==> src/rtl/stream_packer_pkg.sv <==
`default_nettype none
// ============================================================================
//  Module   : stream_packer_pkg
//  Purpose  : Width helpers, parameter legality check and the packed-word
//             bundle shared between the stream packer and the write-DMA.
//  Revision : 1.0 - initial release
// ============================================================================
package stream_packer_pkg;

  // Bits needed to index the next lane (at least one bit)
  function automatic int lane_cnt_w(input int lanes);
    return (lanes > 1) ? $clog2(lanes) : 1;
  endfunction

  // Lane count runs 1..R, so it needs one bit more than the lane index
  function automatic int count_w(input int lanes);
    return $clog2(lanes) + 1;
  endfunction

  // Queue occupancy runs 0..DEPTH
  function automatic int level_w(input int depth);
    return $clog2(depth) + 1;
  endfunction

  function automatic bit is_pow2(input int v);
    return (v > 0) && ((v & (v - 1)) == 0);
  endfunction

  // True when the width/depth combination is one the packer can build
  function automatic bit params_ok(input int in_w, input int out_w, input int depth);
    int lanes;
    if ((in_w < 1) || (out_w < in_w) || ((out_w % in_w) != 0)) return 1'b0;
    lanes = out_w / in_w;
    return is_pow2(lanes) && (lanes >= 2) && is_pow2(depth) && (depth >= 2);
  endfunction

  // Bundle as seen by the 256-bit write-DMA (16 lanes of 16 bits)
  localparam int DMA_OUT_WIDTH = 256;
  localparam int DMA_LANES     = 16;

  typedef struct packed {
    logic                       last;
    logic [$clog2(DMA_LANES):0] count;
    logic [DMA_OUT_WIDTH-1:0]   data;
  } packed_word_t;

endpackage
`default_nettype wire

==> src/rtl/packer_word_queue.sv <==
`default_nettype none
// ============================================================================
//  Module   : packer_word_queue
//  Purpose  : Small FIFO of finished words with a registered head entry and
//             a registered occupancy count.
//  Revision : 1.0 - initial release
// ============================================================================
module packer_word_queue
  import stream_packer_pkg::*;
#(
  parameter int WIDTH = 262,
  parameter int DEPTH = 2
) (
  input  logic                        clk,
  input  logic                        reset,
  input  logic                        clr,
  input  logic                        push,
  input  logic [WIDTH-1:0]            push_data,
  input  logic                        pop,
  output logic [WIDTH-1:0]            head,
  output logic [level_w(DEPTH)-1:0]   level
);

  localparam int PTR_W = $clog2(DEPTH);
  localparam int LVL_W = level_w(DEPTH);

  logic [WIDTH-1:0] mem_q [DEPTH];
  logic [PTR_W-1:0] wr_ptr_q, wr_ptr_d;
  logic [PTR_W-1:0] rd_ptr_q, rd_ptr_d;
  logic [LVL_W-1:0] level_q, level_d;
  logic [WIDTH-1:0] head_q, head_d;
  logic             do_push, do_pop;

  // Pointer/level update and look-ahead of the next head entry
  always_comb begin
    do_pop   = pop && (level_q != '0);
    // A pop on the same edge frees the slot, so a full queue may still push
    do_push  = push && ((level_q < LVL_W'(DEPTH)) || do_pop);
    wr_ptr_d = wr_ptr_q;
    rd_ptr_d = rd_ptr_q;
    level_d  = level_q;
    head_d   = head_q;
    if (clr) begin
      wr_ptr_d = '0;
      rd_ptr_d = '0;
      level_d  = '0;
      head_d   = '0;
    end else begin
      if (do_push) wr_ptr_d = wr_ptr_q + PTR_W'(1);
      if (do_pop)  rd_ptr_d = rd_ptr_q + PTR_W'(1);
      if (do_push && !do_pop)      level_d = level_q + LVL_W'(1);
      else if (!do_push && do_pop) level_d = level_q - LVL_W'(1);
      // The incoming word becomes head when it lands where the reader points
      if (level_d == '0)                          head_d = '0;
      else if (do_push && (wr_ptr_q == rd_ptr_d)) head_d = push_data;
      else                                        head_d = mem_q[rd_ptr_d];
    end
  end

  // Entry storage; contents are only ever read after being written
  always_ff @(posedge clk) begin
    if (do_push && !clr) mem_q[wr_ptr_q] <= push_data;
  end

  // Control and head registers
  always_ff @(posedge clk or posedge reset) begin
    if (reset) begin
      wr_ptr_q <= '0;
      rd_ptr_q <= '0;
      level_q  <= '0;
      head_q   <= '0;
    end else begin
      wr_ptr_q <= wr_ptr_d;
      rd_ptr_q <= rd_ptr_d;
      level_q  <= level_d;
      head_q   <= head_d;
    end
  end

  assign head  = head_q;
  assign level = level_q;

endmodule
`default_nettype wire

==> src/rtl/stream_packer.sv <==
`default_nettype none
// ============================================================================
//  Module   : stream_packer
//  Purpose  : Gathers IN_WIDTH beats into OUT_WIDTH words with ready/valid on
//             both sides, explicit flush of partial words, and a small
//             output queue.
//  Revision : 1.0 - initial release
// ============================================================================
module stream_packer
  import stream_packer_pkg::*;
#(
  parameter int IN_WIDTH  = 16,
  parameter int OUT_WIDTH = 256,
  parameter int OUT_DEPTH = 2
) (
  input  logic                                   clk,
  input  logic                                   reset,
  input  logic                                   clr,
  input  logic                                   flush,
  input  logic                                   in_valid,
  output logic                                   in_ready,
  input  logic [IN_WIDTH-1:0]                    in_data,
  output logic                                   out_valid,
  input  logic                                   out_ready,
  output logic [OUT_WIDTH-1:0]                   out_data,
  output logic [count_w(OUT_WIDTH/IN_WIDTH)-1:0] out_count,
  output logic                                   out_last,
  output logic [level_w(OUT_DEPTH)-1:0]          level
);

  localparam int LANES = OUT_WIDTH / IN_WIDTH;
  localparam int LCW   = lane_cnt_w(LANES);
  localparam int CW    = count_w(LANES);
  localparam int LVL_W = level_w(OUT_DEPTH);
  localparam int EW    = OUT_WIDTH + CW + 1;

  if (!params_ok(IN_WIDTH, OUT_WIDTH, OUT_DEPTH)) begin : g_param_check
    $error("stream_packer: illegal IN_WIDTH/OUT_WIDTH/OUT_DEPTH combination");
  end

  logic [LCW-1:0]       cnt_q, cnt_d;
  logic [OUT_WIDTH-1:0] lanes_q, lanes_d;
  logic                 flush_pend_q, flush_pend_d;
  logic [OUT_WIDTH-1:0] merged;
  logic                 room, accept, last_lane;
  logic                 push, push_last;
  logic [OUT_WIDTH-1:0] push_word;
  logic [CW-1:0]        push_count;
  logic [EW-1:0]        push_entry, head_entry;

  // Room is judged on registered occupancy only, never on out_ready
  assign room      = (level < LVL_W'(OUT_DEPTH));
  assign in_ready  = room && !flush_pend_q;
  assign accept    = in_valid && in_ready;
  assign last_lane = (cnt_q == LCW'(LANES - 1));
  assign out_valid = (level != '0);

  // Lane assembly, word completion and flush sequencing
  always_comb begin
    merged = lanes_q;
    merged[cnt_q*IN_WIDTH +: IN_WIDTH] = in_data;
    cnt_d        = cnt_q;
    lanes_d      = lanes_q;
    flush_pend_d = flush_pend_q;
    push         = 1'b0;
    push_word    = '0;
    push_count   = '0;
    push_last    = 1'b0;
    if (clr) begin
      cnt_d        = '0;
      lanes_d      = '0;
      flush_pend_d = 1'b0;
    end else if (flush_pend_q) begin
      // Input is blocked while pending, so only the held lanes can be flushed
      if (room) begin
        if (cnt_q != '0) begin
          push       = 1'b1;
          push_word  = lanes_q;
          push_count = {1'b0, cnt_q};
          push_last  = 1'b1;
        end
        cnt_d        = '0;
        lanes_d      = '0;
        flush_pend_d = 1'b0;
      end
    end else if (accept) begin
      if (last_lane) begin
        // A flush on the completing beat just marks this word as last
        push       = 1'b1;
        push_word  = merged;
        push_count = CW'(LANES);
        push_last  = flush;
        cnt_d      = '0;
        lanes_d    = '0;
      end else begin
        cnt_d        = cnt_q + LCW'(1);
        lanes_d      = merged;
        flush_pend_d = flush;
      end
    end else if (flush) begin
      flush_pend_d = 1'b1;
    end
  end

  // Assembly state registers
  always_ff @(posedge clk or posedge reset) begin
    if (reset) begin
      cnt_q        <= '0;
      lanes_q      <= '0;
      flush_pend_q <= 1'b0;
    end else begin
      cnt_q        <= cnt_d;
      lanes_q      <= lanes_d;
      flush_pend_q <= flush_pend_d;
    end
  end

  assign push_entry = {push_last, push_count, push_word};

  packer_word_queue #(
    .WIDTH (EW),
    .DEPTH (OUT_DEPTH)
  ) u_queue (
    .clk       (clk),
    .reset     (reset),
    .clr       (clr),
    .push      (push),
    .push_data (push_entry),
    .pop       (out_ready),
    .head      (head_entry),
    .level     (level)
  );

  assign out_data  = head_entry[OUT_WIDTH-1:0];
  assign out_count = head_entry[OUT_WIDTH +: CW];
  assign out_last  = head_entry[EW-1];

endmodule
`default_nettype wire

==> config.mk <==
export PLATFORM = sky130hd
export DESIGN_NAME = stream_packer
export DESIGN_NICKNAME = d
export VERILOG_FILES = /design/src/rtl/stream_packer_pkg.sv /design/src/rtl/packer_word_queue.sv /design/src/rtl/stream_packer.sv
export SDC_FILE = /design/constraint.sdc
export NUM_CORES = 2
export LEC_CHECK = 0
export ABC_AREA = 1
export CAP_MARGIN = 20
export CORE_AREA = 2 2 350 352
export CTS_BUF_LIST = sky130_fd_sc_hd__clkbuf_2
export DETAILED_ROUTE_END_ITERATION = 8
export DIE_AREA = 0 0 352 354
export PLACE_DENSITY_LB_ADDON = 0.3
export SETUP_SLACK_MARGIN = 0.1
export SLEW_MARGIN = 0
export SYNTH_ARGS = -nofsm -noshare
export SYNTH_HDL_FRONTEND = slang
export SYNTH_SLANG_ARGS = --single-unit
==> constraint.sdc <==
create_clock -name clk -period 16.6 [get_ports clk]
set_input_delay 3.32 -clock clk [delete_from_list [all_inputs] [get_ports clk]]
set_output_delay 3.32 -clock clk [all_outputs]
set_load 0.01 [all_outputs]
==> results.yml <==
route:
  wire_per_inst_um: 19.6
  final_antenna_net_count: 0
  first_pass_iters: 6
  vias_per_cell: 5.22
  drc: 0
  num_vias: 40000
  routed_wl_mm: 150
  first_iter_violations: 4289
placement:
  place_congestion: 0.836
  place_ws_ns: 7.89
  portBuffers: 287
  dp_hpwl_mm: 87.2
  place_inst: 7126
grt:
  grt_pass1_wl_mm: 227
  grtUsageMet3_pct: 6.36
  grt_pass1_vias: 38200
  grt_max_degree: 198
  top_usage_layer: "met2"
  grt.total_usage_pct: 23.5
  antenna_found_initial: 16
  use_met1_pct: 32.0
  overflow: 0
  use_met2_pct: 36.0
logic_synthesis:
  synth_area_um2: 48000
  yosys_register_bits: 1051
  yosysSeqAreaShare_pct: 60.2
  syn_inst: 5525
  synth.distinct_cells: 28
  synth_edf_count: 524
  async_flop_share_pct: 50.1
  yosys_warnings: 0
  synthFlopType: "dfrtp_1"
  mappedNetlistNets: 5553
  syn_avg_cell_area_um2: 8.69
setup_path:
  end_kind: "output pin"
  crit_required_ns: 13.28
  cp_slowest_cell: "dfrtp_4"
  max_stage_delay_ns: 0.97
  worstPathCellList: "buf_12, nor2_1, clkdlybuf4s50_1"
  arrival_ns: 4.28
  path_buf_inv: 2
  critical-path-top-delay-family: "buffers and inverters"
  worstSetupPathType: "flop to output pin"
  ff2ff_path_depth: 13
  cp-start-kind: "flop"
  cp_max_fo: 150
  cp.depth: 3
floorplan:
  die-area_um2: 125000
  ios: 288
  num_rows: 128
  die_y_um: 354
  die-width_um: 352
  start_util_pct: 39.7
  core_area_um2: 121000
cells_and_area:
  final_cells: 7655
  n_fill_cell: 11700
  mostFrequentLayoutCells: "nand2_1, inv_1, dfrtp_1"
  drive_gt1_share_pct: 10.2
  seqCellArea_um2: 28900
  final_core_util_pct: 45.2
  multi_input_area_um2: 15400
  final_common_cell: "nand2_1"
  nNetsFinal: 5832
  area_growth_pct: 13.9
power_and_ir_drop:
  power.leakage_nw: 26.2
  combinationalPowerShare_pct: 34.7
  clkPwrFrac_pct: 23.1
  power_density_nw_per_um2: 146
  p_switching_mw: 3.15
  seq_power_share_pct: 42.2
  p_int_mw: 4.86
  peakVddDrop_uv: 112
  sw_frac_of_total_pct: 39.3
timing:
  fmax_mhz: 132
  rsz0062_at_grt: "no"
  drv_slew: 0
  finalCritPeriodShare_pct: 45.8
  fin_skew_ns: 0.127
  tightest_slew_ns: 1.33
  whs_ns: 0.554
  tns_ns: 0
  min_period_ns: 7.60
  finalSetupViolCount: 0
  timing.final.hold_violations: 0
  max-slew-margin-rel_pct: 11.3
  layout_setup_ws_ns: 9.00
clock_network:
  clock_latency_ns: 1.64
  cts_root_buf: "clkbuf_2"
  cts_resized: 0
  cts_buffers: 296
  postCtsSetupBuffers: 0
  numClockSinks: 1051
  cts_tree: "done"
  hold_buffers: 0
  clockBufferDepth: 4
  cts_htree_levels: 5
  path_clk_slew_ns: 0.10
run:
  cap_violations: 0
run_status:
  status: "finished, final reports clean"
hold_path:
  min_path_type: "flop to flop"
  min_path_cells: 2
==> logic make-up after synthesis <==
group / Yosys count / share of synthesized area, %
AOI/OAI and AO/OA: 923 / 9.78
xor gates and xnor gates: 2 / 0.0365
adders and majority gates: 6 / 0.156
buffers and inverters: 960 / 7.96
DFF: 1051 / 60.2
and+or+nand+nor: 2583 / 21.8
==> power by group through the flow <==
stage                     Sequential [mW]  Clock [mW]  Combinational (mW)
after CTS                            3.39        1.90                2.78
after global placement               3.46           0                2.73
after detailed placement             3.44           0                2.77
final                                3.38        1.85                2.78
after global routing                 3.41        2.04                3.02
after floorplan                      3.47           0                1.44
==> sequential cells by signal (all words and copies together) (netlist names) <==
signal and flops:
u_queue.mem_q 524, cnt_q 4, u_queue.head 262, u_queue.level 2, lanes_q 256, u_queue.wr_ptr_q 1, u_queue.rd_ptr_q 1, flush_pend_q 1
==> tightest hold or removal path, cell delays in order (launching register included) <==
cell and delay [ns]:
dfrtp_1 0.33, inv_1 0.05, o21ai_0 0.14
==> metrics by stage <==
step | total power [mW] | cell area (um2)
2_1_floorplan | 4.92 | 48000
3_3_place_gp | 6.19 | 52000
3_5_place_dp | 6.21 | 52000
4_1_cts | 8.08 | 54600
5_1_grt | 8.48 | 54700
6_report | 8.01 | 54700
==> layer usage <==
layer / part of all wire [%] / wire, um
met1: 42 / 63500
met2: 46 / 68600
met3: 8.9 / 13300
met5: 0.15 / 225
met4: 2.8 / 4150
==> Yosys cell counts, types with 2 or more instances <==
library cell | number | area share [%]
nand2_1 | 1752 | 14
inv_1 | 549 | 4.3
dfrtp_1 | 527 | 27
edfxtp_1 | 524 | 33
nand3_1 | 419 | 4.4
a21oi_1 | 385 | 4.0
o21ai_0 | 362 | 3.8
nor2_1 | 303 | 2.4
clkbuf_1 | 225 | 1.8
o21ai_1 | 114 | 1.2
buf_2 | 84 | 0.88
nand4_1 | 71 | 0.92
o22ai_1 | 62 | 0.81
inv_2 | 48 | 0.38
buf_1 | 37 | 0.29
nor3_1 | 18 | 0.19
buf_6 | 14 | 0.33
and2_1 | 7 | 0.091
ha_1 | 6 | 0.16
nand2_2 | 4 | 0.052
nor3_2 | 3 | 0.063
buf_4 | 2 | 0.031
nand3_2 | 2 | 0.042
nor2_2 | 2 | 0.026
xor2_1 | 2 | 0.036
==> cell type report <==
type | instances | share of cell area, %
sequential | 1051 | 52.9
clock inverter | 40 | 0.384
tap | 1625 | 3.72
antenna | 12 | 0.0549
clock buffer | 472 | 4.32
multi-input combinational | 3514 | 28.1
inverter | 598 | 4.17
timing repair buffer | 343 | 6.33
==> worst paths after layout <==
check                             startpoint                 to  slack, ns
worst max-delay path            flush_pend_q           in_ready       9.00
worst min-delay path            lanes_q[251]       lanes_q[251]       0.55
worst max register to register  flush_pend_q   u_queue.head[94]       9.63
worst min register to register  lanes_q[251]       lanes_q[251]       0.55
max in group asynchronous              reset       lanes_q[213]      11.28
min in group asynchronous              reset  u_queue.head[139]       2.24
(Power assumes the default switching activity.)
